## src/rtl/c3lib_strap_pkg.sv

```systemverilog
// Shared types and sizing helpers for the strap capture block.
package c3lib_strap_pkg;

  typedef enum logic [1:0] {SETTLE, CONFIRM, DONE} strap_state_e;

  // Bits needed to hold values 0..maxv, one spare so terminal compares never wrap.
  function automatic int cnt_w(input int maxv);
    return $clog2(maxv) + 1;
  endfunction

  function automatic int max2(input int a, input int b);
    return (a > b) ? a : b;
  endfunction

endpackage

```

## src/rtl/c3lib_strap_stab_cnt.sv

```systemverilog
// Settle/confirm counter, reference sample and retry tracking. Reports
// settle completion, stability, mismatch and retry exhaustion to the FSM.
module c3lib_strap_stab_cnt
  import c3lib_strap_pkg::*;
#(
  parameter int WIDTH       = 8,
  parameter int SETTLE_CYC  = 16,
  parameter int CONFIRM_CNT = 4,
  parameter int MAX_RETRY   = 3
) (
  input  logic               clk,
  input  logic               rst_n,
  input  logic               clr,
  input  strap_state_e       state,
  input  logic [WIDTH-1:0]   strap_in,
  output logic [WIDTH-1:0]   ref_val,
  output logic               settle_done,
  output logic               stable,
  output logic               mismatch,
  output logic               retry_exhausted
);

  localparam int CW = cnt_w(max2(SETTLE_CYC - 1, CONFIRM_CNT - 2));
  localparam int RW = cnt_w(MAX_RETRY);
  localparam logic [CW-1:0] SETTLE_LAST  = CW'(SETTLE_CYC - 1);
  localparam logic [CW-1:0] CONFIRM_LAST = CW'(CONFIRM_CNT - 2);
  localparam logic [RW-1:0] RETRY_LAST   = RW'(MAX_RETRY);

  logic [CW-1:0] cnt;
  logic [RW-1:0] retry;
  logic          match;

  assign match           = (strap_in == ref_val);
  assign settle_done     = (state == SETTLE) && (cnt == SETTLE_LAST);
  assign stable          = (state == CONFIRM) && match && (cnt == CONFIRM_LAST);
  assign mismatch        = (state == CONFIRM) && !match;
  assign retry_exhausted = mismatch && (retry == RETRY_LAST);

  // Counter/ref/retry update; every counter stops at its terminal compare.
  always_ff @(posedge clk) begin
    if (!rst_n) begin
      cnt     <= '0;
      retry   <= '0;
      ref_val <= '0;
    end else if (clr) begin
      cnt   <= '0;
      retry <= '0;
    end else begin
      case (state)
        SETTLE: begin
          if (settle_done) begin
            cnt     <= '0;
            ref_val <= strap_in;
          end else begin
            cnt <= cnt + 1'b1;
          end
        end
        CONFIRM: begin
          if (mismatch) begin
            ref_val <= strap_in;
            cnt     <= '0;
            if (!retry_exhausted) retry <= retry + 1'b1;
          end else if (!stable) begin
            cnt <= cnt + 1'b1;
          end
        end
        default: ;
      endcase
    end
  end

endmodule

```

## src/rtl/c3lib_mtie_strap_capture.sv

```systemverilog
// Captures metal-tie strap outputs after reset: settle, confirm stability,
// latch a validated word; supports 4-phase recapture.
// Optional macro C3LIB_STRAP_OVRD_EN adds ovrd_en/ovrd_val output override.
module c3lib_mtie_strap_capture
  import c3lib_strap_pkg::*;
#(
  parameter int               WIDTH       = 8,
  parameter int               SETTLE_CYC  = 16,
  parameter int               CONFIRM_CNT = 4,
  parameter int               MAX_RETRY   = 3,
  parameter logic [WIDTH-1:0] RESET_VAL   = '0
) (
  input  logic             clk,
  input  logic             rst_n,
`ifdef C3LIB_STRAP_OVRD_EN
  input  logic             ovrd_en,
  input  logic [WIDTH-1:0] ovrd_val,
`endif
  input  logic [WIDTH-1:0] strap_in,
  input  logic             recap_req,
  output logic             recap_ack,
  output logic [WIDTH-1:0] strap_q,
  output logic             strap_vld,
  output logic             strap_err
);

  strap_state_e     state_q, state_d;
  logic [WIDTH-1:0] cap_q, cap_q_d, ref_val;
  logic             cap_vld, cap_vld_d, cap_err, cap_err_d;
  logic             ack_q, ack_d, busy_q, busy_d, clr;
  logic             settle_done, stable, mismatch, retry_exhausted;

  c3lib_strap_stab_cnt #(
    .WIDTH(WIDTH), .SETTLE_CYC(SETTLE_CYC),
    .CONFIRM_CNT(CONFIRM_CNT), .MAX_RETRY(MAX_RETRY)
  ) u_stab (
    .clk(clk), .rst_n(rst_n), .clr(clr), .state(state_q),
    .strap_in(strap_in), .ref_val(ref_val), .settle_done(settle_done),
    .stable(stable), .mismatch(mismatch), .retry_exhausted(retry_exhausted)
  );

  // Next-state and capture/handshake decode. busy marks a recapture in
  // flight so only its completion raises the acknowledge.
  always_comb begin
    state_d   = state_q;
    cap_q_d   = cap_q;
    cap_vld_d = cap_vld;
    cap_err_d = cap_err;
    ack_d     = ack_q;
    busy_d    = busy_q;
    clr       = 1'b0;
    if (ack_q && !recap_req) ack_d = 1'b0;
    case (state_q)
      SETTLE: if (settle_done) state_d = CONFIRM;
      CONFIRM: begin
        if (stable || retry_exhausted) begin
          cap_q_d   = stable ? ref_val : strap_in;
          cap_vld_d = 1'b1;
          cap_err_d = !stable;
          state_d   = DONE;
          busy_d    = 1'b0;
          if (busy_q) ack_d = 1'b1;
        end
      end
      DONE: begin
        if (recap_req && !ack_q) begin
          state_d   = SETTLE;
          cap_vld_d = 1'b0;
          cap_err_d = 1'b0;
          busy_d    = 1'b1;
          clr       = 1'b1;
        end
      end
      default: state_d = SETTLE;
    endcase
  end

  // FSM and capture registers.
  always_ff @(posedge clk) begin
    if (!rst_n) begin
      state_q <= SETTLE;
      cap_q   <= RESET_VAL;
      cap_vld <= 1'b0;
      cap_err <= 1'b0;
      ack_q   <= 1'b0;
      busy_q  <= 1'b0;
    end else begin
      state_q <= state_d;
      cap_q   <= cap_q_d;
      cap_vld <= cap_vld_d;
      cap_err <= cap_err_d;
      ack_q   <= ack_d;
      busy_q  <= busy_d;
    end
  end

  assign recap_ack = ack_q;

`ifdef C3LIB_STRAP_OVRD_EN
  logic [WIDTH-1:0] out_q;
  logic             out_vld, out_err;

  // Override output stage: follows the FSM's next values so releasing the
  // override restores the held capture on the following edge.
  always_ff @(posedge clk) begin
    if (!rst_n) begin
      out_q   <= RESET_VAL;
      out_vld <= 1'b0;
      out_err <= 1'b0;
    end else if (ovrd_en) begin
      out_q   <= ovrd_val;
      out_vld <= 1'b1;
      out_err <= 1'b0;
    end else begin
      out_q   <= cap_q_d;
      out_vld <= cap_vld_d;
      out_err <= cap_err_d;
    end
  end

  assign strap_q   = out_q;
  assign strap_vld = out_vld;
  assign strap_err = out_err;
`else
  assign strap_q   = cap_q;
  assign strap_vld = cap_vld;
  assign strap_err = cap_err;
`endif

endmodule

```

## config.mk

```make
export PLATFORM = sky130hd
export DESIGN_NAME = c3lib_mtie_strap_capture
export DESIGN_NICKNAME = d
export VERILOG_FILES = /design/src/rtl/c3lib_strap_pkg.sv /design/src/rtl/c3lib_strap_stab_cnt.sv /design/src/rtl/c3lib_mtie_strap_capture.sv
export SDC_FILE = /design/constraint.sdc
export NUM_CORES = 1
export LEC_CHECK = 0
export CAP_MARGIN = 10
export CORE_MARGIN = 8
export CORE_UTILIZATION = 46
export DETAILED_ROUTE_END_ITERATION = 12
export HOLD_SLACK_MARGIN = 0.15
export PLACE_DENSITY = 0.71
export SYNTH_ARGS = -nofsm -noshare
export SYNTH_HDL_FRONTEND = slang
export SYNTH_SLANG_ARGS = --single-unit
export TNS_END_PERCENT = 10
```

## constraint.sdc

```tcl
create_clock -name clk -period 2.1 [get_ports clk]
set_clock_uncertainty 0.05 [all_clocks]
set_input_delay 0.315 -clock clk [delete_from_list [all_inputs] [get_ports clk]]
set_output_delay 0.315 -clock clk [all_outputs]
set_load 0.03 [all_outputs]
```

==> run summary, run 1 <==
The number of antenna diodes in the final layout is 0. The number of clock buffers added by TritonCTS is 5. The total routing usage reported by global routing came out at 13.0%. Routability-driven placement finished with a final weighted congestion of 0.783. Including well taps, the total number of placed cells is 213. The cell family contributing the most delay on the critical path is simple AND/OR/NAND/NOR gates. For this design, the sink count on the clock tree is 30. The worst setup path is of the register to register kind. The final layout contains 203 nets. Synthesis produced a netlist with a net count of 167.

The largest individual stage delay along the critical path comes from the cell sky130_fd_sc_hd__nor3b_1. The height of the die is 71.8 um, and the largest vdd supply drop is 0.449 mV. The hold buffer count at CTS is 0, and the layout overhead on the synthesized area is 27.6%. The setup slack at placement was -36.1 ps; the required time of the critical path was 2280 ps. The worst stage delay on the critical path is 490 ps. Port buffer count: 21. The tools report the met2 wirelength from detailed routing as 1480 um. CTS built an H-tree with a depth of 2. The max-slew violation total from the final report is 0, and the number of antenna violations at the first check in global routing is 0. For this design the top-level I/O count stands at 22. The cell repeated most along the worst path is sky130_fd_sc_hd__ha_1. The synthesized design contains 0 enable-type register cells. TritonCTS built the clock tree. Setup repair after global routing left no endpoint under its margin. For the number of unique standard cell types used by synthesis, the log shows 38. Max-cap violations in this run came to 0. The via count of the first global-routing pass came out at 1183. The run gives 4 as the number of detailed-route iterations in the first pass.

The count of endpoints failing hold in the final timing report came out at 0. Setup total negative slack on the finished layout was measured at 0 ps. The async set or reset register ratio after synthesis was 0%. After technology mapping, the gate count stands at 151. Setup violations remaining at the end of the flow were counted as 0. The worst setup path is launched from a register. Static leakage: 0.827 nW.

For the HPWL after detailed placement, the log shows 2390 um. For this block, the routed nets add up to 3160 um of wire. The worst-path maximum fanout is 3. The post-route netlist has 14.9% of its cells at a drive strength greater than 1. The initial utilization of the core area, before any placement, comes to 47.7%. Once layout is complete, the utilization of the core stands at 60.8%.

The leftover overflow at the end of global routing came out at 0. The buffer count from post-CTS setup fixing was 0; the number of gates resized after CTS was 0. For this run, the number of standard cells in the final layout without fillers is 221. Among all flip-flop cells after synthesis, the most frequent one is sky130_fd_sc_hd__dfxtp_1. The critical path data arrival time is 2150 ps, and the combined area of the multi-input logic cells is 771 sq um. Commonest non-fill, non-tap cell in the layout: sky130_fd_sc_hd__dfxtp_1. After layout, the minimum clock period comes to 1970 ps. The critical path goes through ha_1 -> and3_1 -> ha_1 -> nor3b_1 -> nor2_4 -> buf_4 -> a32o_1.

The tools report the total via count after detailed routing as 1164. The count of buffering cells on the critical path with inverters included came out at 1. Dividing total power by cell area gives a power density of 562 nW/um^2. Fill cells in the final layout number 267.

The sequential cell area was 601 sq um. The largest net degree at the start of global routing is 30, and the clock transition time at the flip-flop clock pins of the worst setup and hold paths is 100 ps. The logs give 137 um for the total met3 wirelength after detailed routing and 2 for the maximum number of buffers from clock root to sink. After detailed routing, the average wire length per cell comes to 14.3 um. Headroom to the max-slew limit came out at 63.3%. The core area is 3000 sq um. Based on the critical path, the design can be clocked at up to 0.508 GHz. The die area is 5150 sq um. The highest metal layer with signal wires was met4.

The run finished with clean final reports. At the pin with the least slew margin, the transition time is 550 ps. Sequential elements use 42.0% of the synthesized area. The floorplan has 20 rows. The count of nets left with antenna violations once routing finished came out at 0. The cell area that synthesis handed to floorplanning was 1430 sq um. After detailed routing, the number of remaining DRC violations is 0. In the routed layout, each cell is associated on average with a via count of 5.27. Class of the tightest hold or removal check: register to register. Critical path capture point type: a register. In this run the mean area of a mapped cell was 9.48 sq um. The clock latency reported for the late side of the worst-skew pair was 330 ps.

In this run the clock root is driven by a sky130_fd_sc_hd__clkbuf_4. In this run, synthesis produced a sequential element count of 30. After layout, the worst path uses 93.8% of the clock period. For this run, the number of Yosys warnings is 0.

The die is 71.8 um wide. Setup slack closes at 131 ps. The detailed router finished its first iteration with 63 violations. The routed length on met1 came out at 1480 um. In the layout the commonest cells are sky130_fd_sc_hd__dfxtp_1 (30), sky130_fd_sc_hd__nand2_1 (29), sky130_fd_sc_hd__clkdlybuf4s50_1 (21). The first global-routing pass estimated 5240 um of wire.
-- where the power goes --
group / internal [mW] / switching (mW) / leakage, nW / total, mW
sequential: 0.573 / 0.00357 / 0.242 / 0.577
clock: 0.162 / 0.199 / 0.0353 / 0.361
combinational: 0.0460 / 0.0428 / 0.550 / 0.0888
-- routing by layer --
metal / GRT usage (%) / vias to the layer above
li1: - / 602
met1: 14.5 / 536
met2: 21.2 / 18
met3: 5.58 / 8
met4: 5.44 / 0
met5: 0 / -
-- cell usage after synthesis, types with 2 or more instances --
cell type,instances,area (sq um)
sky130_fd_sc_hd__clkbuf_1,4,15.0
sky130_fd_sc_hd__nor3_1,2,10.0
sky130_fd_sc_hd__inv_1,7,26.3
sky130_fd_sc_hd__xnor2_1,8,70.1
sky130_fd_sc_hd__a21oi_1,5,25.0
sky130_fd_sc_hd__dfxtp_1,30,601
sky130_fd_sc_hd__o211ai_1,3,22.5
sky130_fd_sc_hd__nor3b_1,2,15.0
sky130_fd_sc_hd__nand3_1,2,10.0
sky130_fd_sc_hd__nor2b_1,2,12.5
sky130_fd_sc_hd__nor2_1,2,7.51
sky130_fd_sc_hd__nand2_1,29,109
sky130_fd_sc_hd__o21ai_0,5,25.0
sky130_fd_sc_hd__nor4_1,4,25.0
sky130_fd_sc_hd__mux2i_1,16,160
sky130_fd_sc_hd__o211a_1,2,20.0
sky130_fd_sc_hd__and2_1,2,12.5
sky130_fd_sc_hd__ha_1,5,62.6
sky130_fd_sc_hd__nand4_2,2,25.0
-- state kept, by name, indices dropped and copies added (netlist names) --
signal and flops:
busy_q 1, recap_ack 1, state_q 2, strap_err 1, strap_q 8, strap_vld 1, u_stab.cnt 5, u_stab.ref_val 8
u_stab.retry 3
-- layout make-up --
class	instances	area share, %
clock buffer	7	3.01
tap	33	2.26
multi-input combinational	108	42.2
clock inverter	1	0.274
timing repair buffer	35	17.9
inverter	7	1.44
sequential	30	32.9
-- cell families (layout without fill, tap and decap cells) --
family	count (synthesis)	count (layout)	synth area share (%)
buffers and inverters	13	50	4.20
DFF	30	30	42.0
muxes	16	16	11.2
xor gates and xnor gates	9	9	5.51
and+or+nand+nor	55	55	21.2
adders and majority gates	5	5	4.37
AOI/OAI and AO/OA	23	23	11.5
-- worst paths after layout --
check / start / endpoint / slack (ps) / depth (start not counted)
max: u_stab.cnt[1] / u_stab.cnt[4] / 130 / 7
min: strap_q[6] / strap_q[6] / 410 / 2
max reg2reg: u_stab.cnt[1] / u_stab.cnt[4] / 130 / 7
min reg2reg: strap_q[6] / strap_q[6] / 410 / 2
-- worst register-to-register path: stages (launching register included) --
cell and delay, ps:
sky130_fd_sc_hd__dfxtp_1 350, sky130_fd_sc_hd__ha_1 160, sky130_fd_sc_hd__and3_1 160, sky130_fd_sc_hd__ha_1 180, sky130_fd_sc_hd__nor3b_1 490, sky130_fd_sc_hd__nor2_4 110
sky130_fd_sc_hd__buf_4 160, sky130_fd_sc_hd__a32o_1 210
-- metrics by stage --
step	total power, mW	hold slack (ps)	cell area (sq um)
2_1_floorplan	0.635	386	1430
6_report	1.03	412	1830
3_3_place_gp	0.675	394	1770
4_1_cts	1.04	418	1830
5_1_grt	1.08	439	1830
3_5_place_dp	0.679	401	1770
(Power assumes the default switching activity.)
==> run 2, diff against run 1 <==
--- a/config.mk
+++ b/config.mk
@@ -10,7 +10,8 @@
 export CORE_UTILIZATION = 46
 export DETAILED_ROUTE_END_ITERATION = 12
 export HOLD_SLACK_MARGIN = 0.15
-export PLACE_DENSITY = 0.71
+export PLACE_DENSITY = 0.7
+export REMOVE_ABC_BUFFERS = 1
 export SYNTH_ARGS = -nofsm -noshare
 export SYNTH_HDL_FRONTEND = slang
 export SYNTH_SLANG_ARGS = --single-unit
==> run 2 against run 1 <==
Net effect: register-to-register slack improved by 20 ps; critical path type unchanged; final area is 1.9% higher; sequential cell count unchanged; via count is 2.4% higher; setup slack gained 23 ps.
==> run summary, run 2 (same netlist as run 1, synthesis figures left out) <==
The run finished with clean final reports. The capture point of the critical path is u_stab.cnt[2] (was u_stab.cnt[4]). The weighted congestion at the end of routability-driven global placement is 0.842 (was 0.783).

The mean routed wirelength per cell was 13.6 um (was 14.3 um); the via count of the first global-routing pass was 1280 (was 1183). Total via count after detailed routing: 1192 (was 1164). The run gives 5150 sq um (unchanged) as the die area. The tools report the count of antenna-violating nets left after detailed routing as 0 (unchanged). The shortest period the worst path allows came out at 1950 ps (was 1970 ps). Leading cell types in the layout, fill and taps excluded: sky130_fd_sc_hd__dfxtp_1 (30), sky130_fd_sc_hd__nand2_1 (29), sky130_fd_sc_hd__clkdlybuf4s50_1 (21) (unchanged). Setup repair after global routing left no endpoint under its margin. The kind of start point of the critical path is a register (unchanged).

The worst-path maximum fanout came out at 6 (was 3). The static leakage came out at 0.853 nW (was 0.827 nW). The run gives 207 (was 203) as the post-layout net count.

Clock transition time at the flip-flop clock pins of the worst setup and hold paths: 90 ps (was 100 ps). The number of buffers created by CTS is 5 (unchanged), and the number of fillers in the final layout is 273 (was 267). Count of final setup violators: 0 (unchanged). The worst reg-to-reg setup slack is 150 ps (was 130 ps). The tools report the critical path capture point type as a register (unchanged). For the count of endpoints failing hold in the final timing report, the log shows 0 (unchanged). The CTS sink count was 30 (unchanged); the largest vdd supply drop was 0.329 mV (was 0.449 mV). TritonCTS built the clock tree. The class of the tightest hold or removal check was register to register (unchanged). The tools report the core area as 3000 sq um (unchanged). The final period utilization came out at 92.7% (was 93.8%). Combined area of the multi-input logic cells: 776 sq um (was 771 sq um).

The port buffer count is 21 (unchanged), and the number of DRC markers after the initial detailed-route iteration is 37 (was 63). For the starting density of the core, the log shows 47.7% (unchanged). The commonest non-fill, non-tap cell in the layout is sky130_fd_sc_hd__dfxtp_1 (unchanged). Number of detailed-route iterations in the first pass: 4 (unchanged). The required time of the critical path is 2270 ps (was 2280 ps), and the post-detailed-route via-to-cell ratio is 5.30 (was 5.27).

The worst slew margin relative to its limit was 74.2% (was 63.3%); the slack of the critical path was 154 ps (was 131 ps). The number of antenna violations at the first check in global routing is 0 (unchanged), and the critical path data arrival time is 2120 ps (was 2150 ps). The library cell used as clock root buffer is sky130_fd_sc_hd__clkbuf_4 (unchanged). The height of the die came out at 71.8 um (unchanged). The depth of the CTS H-tree is 2 (unchanged), and the maximum achievable frequency is 0.514 GHz (was 0.508 GHz). The transition time at the pin with the least slew margin came out at 386 ps (was 550 ps).

The power per cell area is 549 nW/um^2 (was 562 nW/um^2), and the largest net degree at the start of global routing is 16 (was 30). The setup slack at placement was -72.9 ps (was -36.1 ps). Share of final-layout standard cells stronger than drive strength 1: 17.2% (was 14.9%). The row count is 20 (unchanged), and the buffer count from post-CTS setup fixing is 0 (unchanged). For the first-pass GRT wire length, the log shows 5470 um (was 5240 um). The tools report the count of antenna diodes in the layout as 0 (unchanged).

The path depth of the worst reg2reg path is 10 (was 7). The total power after layout is 1.02 mW (was 1.03 mW). Total routing usage reported by global routing: 13.1% (was 13.0%). The post-route setup TNS was 0 ps (unchanged); the HPWL after detailed placement was 2450 um (was 2390 um). Number of remaining DRC errors: 0 (unchanged).

The tools report the max-slew violation total from the final report as 0 (unchanged). The x dimension of the die is 71.8 um (unchanged). For the leftover overflow at the end of global routing, the log shows 0 (unchanged). Worst setup path startpoint: u_stab.cnt[0] (was u_stab.cnt[1]).

The worst flop-to-flop path endpoint is u_stab.cnt[2] (was u_stab.cnt[4]). The sequential cell area was 601 sq um (unchanged). The run gives 0 (unchanged) as the max-cap check violation count. Startpoint of the lowest-slack register-to-register path: u_stab.cnt[0] (was u_stab.cnt[1]). The final wirelength is 3060 um (was 3160 um). The number of placed I/O pins was 22 (unchanged); the clock latency reported for the late side of the worst-skew pair was 320 ps (was 330 ps). The final standard cell count with taps included and fillers excluded is 225 (was 221), and the maximum number of buffers from clock root to sink is 2 (unchanged). The critical path class was register to register (unchanged). The tools report the placed instance count as 217 (was 213). The layout overhead on the synthesized area came out at 30.1% (was 27.6%).
-- run 2: cell types whose count changed in the layout (fill, tap and decap cells not counted), sizes merged --
| cell | delta |
|---|---|
| buf | +4 |
-- run 2: timing repair --
action | CTS | global route
hold endpoints to repair | 0 | 0
hold buffers | 0 | 0
endpoints found under the setup margin | 0 | 1
resized for setup | 0 | 1
-- run 2: worst min-delay path by stage --
stage | to | start | slack, ps | cells after the start
floorplan | recap_ack | busy_q | 390 | 2
global placement | strap_vld | strap_vld | 390 | 2
detailed placement | strap_vld | strap_vld | 400 | 2
CTS | recap_ack | busy_q | 410 | 2
global route | u_stab.retry[1] | u_stab.retry[1] | 450 | 2
finish | recap_ack | busy_q | 410 | 2
-- run 2: per-stage QoR --
stage	area, sq um	utilization (%)	hold WS, ps
floorplan	1400	-	386
finish	1860	62.0	406
global route	1860	62.0	448
global placement	1800	59.8	388
detailed placement	1800	59.8	399
CTS	1860	61.8	414
-- run 2: power breakdown --
| part | total, mW | internal (mW) | switching, mW |
|---|---|---|---|
| sequential | 0.577 | 0.573 | 0.00343 |
| combinational | 0.0908 | 0.0482 | 0.0426 |
| clock | 0.354 | 0.162 | 0.192 |
| total | 1.02 | 0.784 | 0.238 |
-- run 2: final cells by class --
type                    count  area share (%)
flip-flops and latches     30            32.3
inverters                   7            1.41
multi-input cells         108            41.7
clock inverters             1           0.269
well taps                  33            2.22
repair buffers             39            19.2
clock buffers               7            2.96
-- run 2: routing by layer --
| metal | wire length [um] | vias up | track usage, % |
|---|---|---|---|
| met4 | 40 | 0 | 3.63 |
| met1 | 1290 | 560 | 13.3 |
| met2 | 1580 | 17 | 24.0 |
| met3 | 143 | 6 | 5.30 |
| li1 | - | 609 | - |
| met5 | 0 | - | 0 |
-- run 2: worst max-delay path: stages (launching register included) --
cell,delay (ps)
sky130_fd_sc_hd__dfxtp_1,330
sky130_fd_sc_hd__buf_4,150
sky130_fd_sc_hd__inv_1,50
sky130_fd_sc_hd__ha_1,150
sky130_fd_sc_hd__nor4b_1,260
sky130_fd_sc_hd__buf_4,180
sky130_fd_sc_hd__nand2_1,80
sky130_fd_sc_hd__nor3_4,160
sky130_fd_sc_hd__buf_4,170
sky130_fd_sc_hd__nor4_1,50
sky130_fd_sc_hd__o211a_1,210
==> run 3, diff against run 2 <==
--- a/config.mk
+++ b/config.mk
@@ -5,11 +5,11 @@
 export SDC_FILE = /design/constraint.sdc
 export NUM_CORES = 1
 export LEC_CHECK = 0
-export CAP_MARGIN = 10
 export CORE_MARGIN = 8
 export CORE_UTILIZATION = 46
 export DETAILED_ROUTE_END_ITERATION = 12
 export HOLD_SLACK_MARGIN = 0.15
+export MAX_ROUTING_LAYER = met4
 export PLACE_DENSITY = 0.7
 export REMOVE_ABC_BUFFERS = 1
 export SYNTH_ARGS = -nofsm -noshare
==> run 3 against run 2 <==
Net effect: combinational power barely moved; non-clock buffer count stayed put; largest cell class unchanged; sequential power hardly changed; largest power group unchanged; first-iteration DRC count up 5.4%; fmax barely moved.
==> run summary, run 3 (same netlist as run 1, synthesis figures left out) <==
Kind of start point of the critical path: a register (unchanged). TritonCTS built the clock tree. The tools report the row count as 20 (unchanged). The clock transition time at the flip-flop clock pins of the worst setup and hold paths came out at 90 ps (about the same).

The tools report the utilization after layout as 62.0% (unchanged). The max-cap check violation count was 0 (unchanged). Number of detailed-route iterations in the first pass: 4 (unchanged). The total routing usage reported by global routing was 13.5% (was 13.1%); the starting density of the core was 47.7% (unchanged). Final period utilization: 92.7% (about the same).

The cell repeated most along the worst path is sky130_fd_sc_hd__buf_4 (unchanged). For the count of endpoints failing hold in the final timing report, the log shows 0 (unchanged). The class of the tightest hold or removal check is register to register (unchanged). The logs give 0 (unchanged) for the count of antenna-violating nets left after detailed routing and 225 (unchanged) for the final standard cell count with taps included and fillers excluded. Leading cell types in the layout, fill and taps excluded: sky130_fd_sc_hd__dfxtp_1 (30), sky130_fd_sc_hd__nand2_1 (29), sky130_fd_sc_hd__clkdlybuf4s50_1 (21) (unchanged). The first-pass GRT wire length came out at 5470 um (unchanged). Library cell used as clock root buffer: sky130_fd_sc_hd__clkbuf_4 (unchanged).

The largest net degree at the start of global routing was 16 (unchanged); the CTS sink count was 30 (unchanged). The power per cell area came out at 549 nW/um^2 (about the same). Critical path class: register to register (unchanged). The core area came out at 3000 sq um (unchanged). The required time of the critical path came out at 2270 ps (about the same).

The port buffer count is 21 (unchanged). The post-detailed-route via-to-cell ratio came out at 5.30 (unchanged). Post-route setup TNS: 0 ps (unchanged). Setup repair after global routing left no endpoint under its margin. For the total non-filler cell area in the finished layout, the log shows 1860 sq um (unchanged). The number of placed I/O pins was 22 (unchanged).

The static leakage is 0.853 nW (unchanged), and the share of final-layout standard cells stronger than drive strength 1 is 17.2% (unchanged). The total via count after detailed routing is 1192 (unchanged). The critical path data arrival time was 2120 ps (about the same). The worst stage delay on the critical path is 330 ps (about the same), and the count of antenna diodes in the layout is 0 (unchanged). The area of placed instances was 1800 sq um (unchanged); the layout overhead on the synthesized area was 30.1% (unchanged). Cell-by-cell listing of the critical path: buf_4 -> inv_1 -> ha_1 -> nor4b_1 -> buf_4 -> nand2_1 -> nor3_4 -> buf_4 -> nor4_1 -> o211a_1 (unchanged). The number of remaining DRC errors was 0 (unchanged).

The worst slew margin relative to its limit was 74.2% (unchanged); the max-slew violation total from the final report was 0 (unchanged). For the worst hold margin, the log shows 406 ps (unchanged). The critical path capture point type was a register (unchanged). The mean routed wirelength per cell was 13.6 um (about the same); the shortest period the worst path allows was 1950 ps (about the same).

The weighted congestion at the end of routability-driven global placement was 0.855 (was 0.842). The hold buffer count at CTS was 0 (unchanged); the number of antenna violations at the first check in global routing was 0 (unchanged). The leftover overflow at the end of global routing was 0 (unchanged); the worst-path maximum fanout was 6 (unchanged). The via count of the first global-routing pass came out at 1280 (unchanged). For the maximum achievable frequency, the log shows 0.514 GHz (about the same). For the largest vdd supply drop, the log shows 0.329 mV (about the same). The post-layout net count was 207 (unchanged).

The tools report the clock latency reported for the late side of the worst-skew pair as 320 ps (about the same). The die area is 5150 sq um (unchanged). The logs give 39 (was 37) for the number of DRC markers after the initial detailed-route iteration and 3060 um (about the same) for the final wirelength.

The maximum number of buffers from clock root to sink came out at 2 (unchanged). The transition time at the pin with the least slew margin came out at 386 ps (unchanged). The placed instance count was 217 (unchanged); the HPWL after detailed placement was 2450 um (unchanged). The x dimension of the die is 71.8 um (unchanged). The tools report the count of final setup violators as 0 (unchanged). The height of the die is 71.8 um (unchanged).

The slowest cell on the critical path was sky130_fd_sc_hd__dfxtp_1 (unchanged). The number of fillers in the final layout came out at 273 (unchanged). The run finished with clean final reports. For the depth of the CTS H-tree, the log shows 2 (unchanged).

Commonest non-fill, non-tap cell in the layout: sky130_fd_sc_hd__dfxtp_1 (unchanged). The tools report the number of buffers created by CTS as 5 (unchanged).
run 3: cell counts in the layout (fill, tap and decap cells not counted):
No cell type changed its count.
run 3: worst paths after layout:
path | slack [ps] | depth (start not counted) | start | endpoint
worst min-delay path | 410 | 2 | busy_q | recap_ack
worst min register to register | 410 | 2 | busy_q | recap_ack
worst max register to register | 150 | 10 | u_stab.cnt[0] | u_stab.cnt[2]
worst max-delay path | 150 | 10 | u_stab.cnt[0] | u_stab.cnt[2]
run 3: critical path, delay by kind of cell (launching register included):
kind / cells / cell delay (ps)
and+or+nand+nor: 4 / 550
DFF: 1 / 330
adders and majority gates: 1 / 150
AOI/OAI and AO/OA: 1 / 210
buffers and inverters: 4 / 550
run 3: final cells by class:
cell class	count	area [sq um]	area share [%]
repair buffers	39	358	19.2
multi-input cells	108	776	41.7
clock inverters	1	5.00	0.269
inverters	7	26.3	1.41
flip-flops and latches	30	601	32.3
well taps	33	41.3	2.22
clock buffers	7	55.1	2.96
run 3: layer usage:
layer | share of wire (%) | wire length [um] | GRT usage [%]
met1 | 43 | 1310 | 13.5
met5 | 0 | 0 | -
met2 | 52 | 1580 | 24.0
met4 | 1.3 | 40 | 3.63
met3 | 4.2 | 129 | 5.02
run 3: what timing repair did:
item,in CTS,in global routing
resized for setup,0,1
setup endpoints to repair,0,1
setup buffers,0,0
hold endpoints to repair,0,0
run 3: metrics by stage:
stage          total power, mW  worst slack, ps
6_report                  1.02              154
5_1_grt                   1.07             69.2
4_1_cts                   1.04              109
3_5_place_dp             0.681            -72.9
3_3_place_gp             0.678            -11.6
2_1_floorplan            0.628              209
run 3: where the power goes:
group | switching (mW) | total [mW] | internal [mW]
clock | 0.192 | 0.354 | 0.162
sequential | 0.00343 | 0.577 | 0.573
combinational | 0.0426 | 0.0908 | 0.0482
total | 0.238 | 1.02 | 0.784
==> variant, RTL diff (flow settings as in run 3) <==
Add a define of `C3LIB_STRAP_OVRD_EN`.
--- a/src/rtl/c3lib_mtie_strap_capture.sv
+++ b/src/rtl/c3lib_mtie_strap_capture.sv
@@ -1,6 +1,8 @@
 // Captures metal-tie strap outputs after reset: settle, confirm stability,
 // latch a validated word; supports 4-phase recapture.
 // Optional macro C3LIB_STRAP_OVRD_EN adds ovrd_en/ovrd_val output override.
+`define C3LIB_STRAP_OVRD_EN
+
 module c3lib_mtie_strap_capture
   import c3lib_strap_pkg::*;
 #(
Ports: changed (added ovrd_en and ovrd_val); port bits go from 22 to 31. No check against the original RTL was run, so the function may have changed too.
==> variant against run 3 <==
Critical path type unchanged; largest cell class unchanged; sequential cell count up 10; final area rose by 49%; critical path depth fell by 2; total power is 58% higher; sequential power increased by 34%; global-route usage rose by 1.2 points; routed wire length is 69% higher; area after synthesis rose by 45%; setup slack lost 0.13 ns.
==> variant: results (changes against run 3) <==
<table>
<tr><th>Metric</th><th>Value</th></tr>
<tr><th colspan="2">Yosys</th></tr>
<tr><td>Share of the synthesized area in compound gates (AO/OA/AOI/OAI)</td><td>18.0% (was 11.5%)</td></tr>
<tr><td>Share of the yosys chip area belonging to registers</td><td>38.6% (was 42.0%)</td></tr>
<tr><td>Post-Synth XOR/XNOR Area</td><td>4.65% (was 5.51%)</td></tr>
<tr><td>Area share of fa/ha/maj cells after synthesis</td><td>5.43% (was 4.37%)</td></tr>
<tr><th colspan="2">Routing</th></tr>
<tr><td>Metal3 WL</td><td>244 microns (was 129 microns)</td></tr>
<tr><td>Number of design-rule violations left by the first detailed-router iteration</td><td>102 (was 39)</td></tr>
<tr><th colspan="2">Clocking</th></tr>
<tr><td>Clock tree root driver cell</td><td>clkbuf_8 (was clkbuf_4)</td></tr>
<tr><th colspan="2">Global route</th></tr>
<tr><td>First-pass GRT wire length</td><td>8.40 mm (was 5.47 mm)</td></tr>
<tr><td>Met2 Resource Use GR</td><td>24.3% (was 24.0%)</td></tr>
<tr><td>Largest net degree at the start of global routing</td><td>17 (was 16)</td></tr>
<tr><th colspan="2">Worst setup path</th></tr>
<tr><td>Slowest stage cell on the critical path</td><td>or4b_4 (was dfxtp_1)</td></tr>
<tr><td>Largest fanout on the critical path</td><td>9 (was 6)</td></tr>
<tr><td>R2R Path End</td><td>cap_err (was u_stab.cnt[2])</td></tr>
<tr><td>Critical path's largest stage delay</td><td>0.47 ns (was 0.33 ns)</td></tr>
<tr><th colspan="2">Power and ir drop</th></tr>
<tr><td>Flop pwr share</td><td>48.1% (was 56.5%)</td></tr>
<tr><td>Clock network power consumption</td><td>0.000671 W (was 0.000354 W)</td></tr>
<tr><td>Leakage power</td><td>1.09 nW (was 0.853 nW)</td></tr>
<tr><th colspan="2">Placement</th></tr>
<tr><td>Cell area after placement</td><td>2640 sq um (was 1800 sq um)</td></tr>
<tr><td>HPWL reported at the end of detailed placement</td><td>3.94 mm (was 2.45 mm)</td></tr>
<tr><td>Final RePlAce weighted congestion</td><td>0.840 (was 0.855)</td></tr>
<tr><td>Number of buffers inserted by port buffering</td><td>30 (was 21)</td></tr>
<tr><th colspan="2">Cells and area</th></tr>
<tr><td>Fill count</td><td>347 (was 273)</td></tr>
<tr><td>Non-filler cells, final</td><td>345 (was 225)</td></tr>
<tr><td>Fraction of final layout cells with drive strength greater than 1</td><td>23.9% (was 17.2%)</td></tr>
<tr><td>Net total in the final layout</td><td>321 (was 207)</td></tr>
<tr><th colspan="2">Status</th></tr>
<tr><td>Run status</td><td>finished clean (unchanged)</td></tr>
</table>
-- variant: cell count changes after synthesis, moves of 8 or more --
cell / delta
nor2_1: +25
nand3_1: +15
mux2i_1: -13
nand2_1: -17
mux2_2: +8
o21ai_0: +8
dfxtp_1: +10
nor3_1: +9
-- variant: cell families (layout without fill, tap and decap cells) --
| kind of cell | after synthesis | in the layout |
|---|---|---|
| buffers and inverters | 23 | 82 |
| XOR/XNOR | 11 | 11 |
| multiplexers | 11 | 11 |
| flip-flops | 40 | 40 |
| AO/OA/AOI/OAI | 52 | 52 |
| adder cells (fa/ha/maj) | 9 | 9 |
| AND/OR/NAND/NOR | 88 | 88 |
-- variant: final cells by class --
type	count	area [sq um]	area share, %
Inverter	10	37.5	1.36
Timing Repair Buffer	64	568	20.5
Multi-Input combinational cell	171	1170	42.4
Clock inverter	2	38.8	1.40
Sequential cell	40	802	29.0
Clock buffer	6	82.6	2.99
Tap cell	52	65.1	2.35
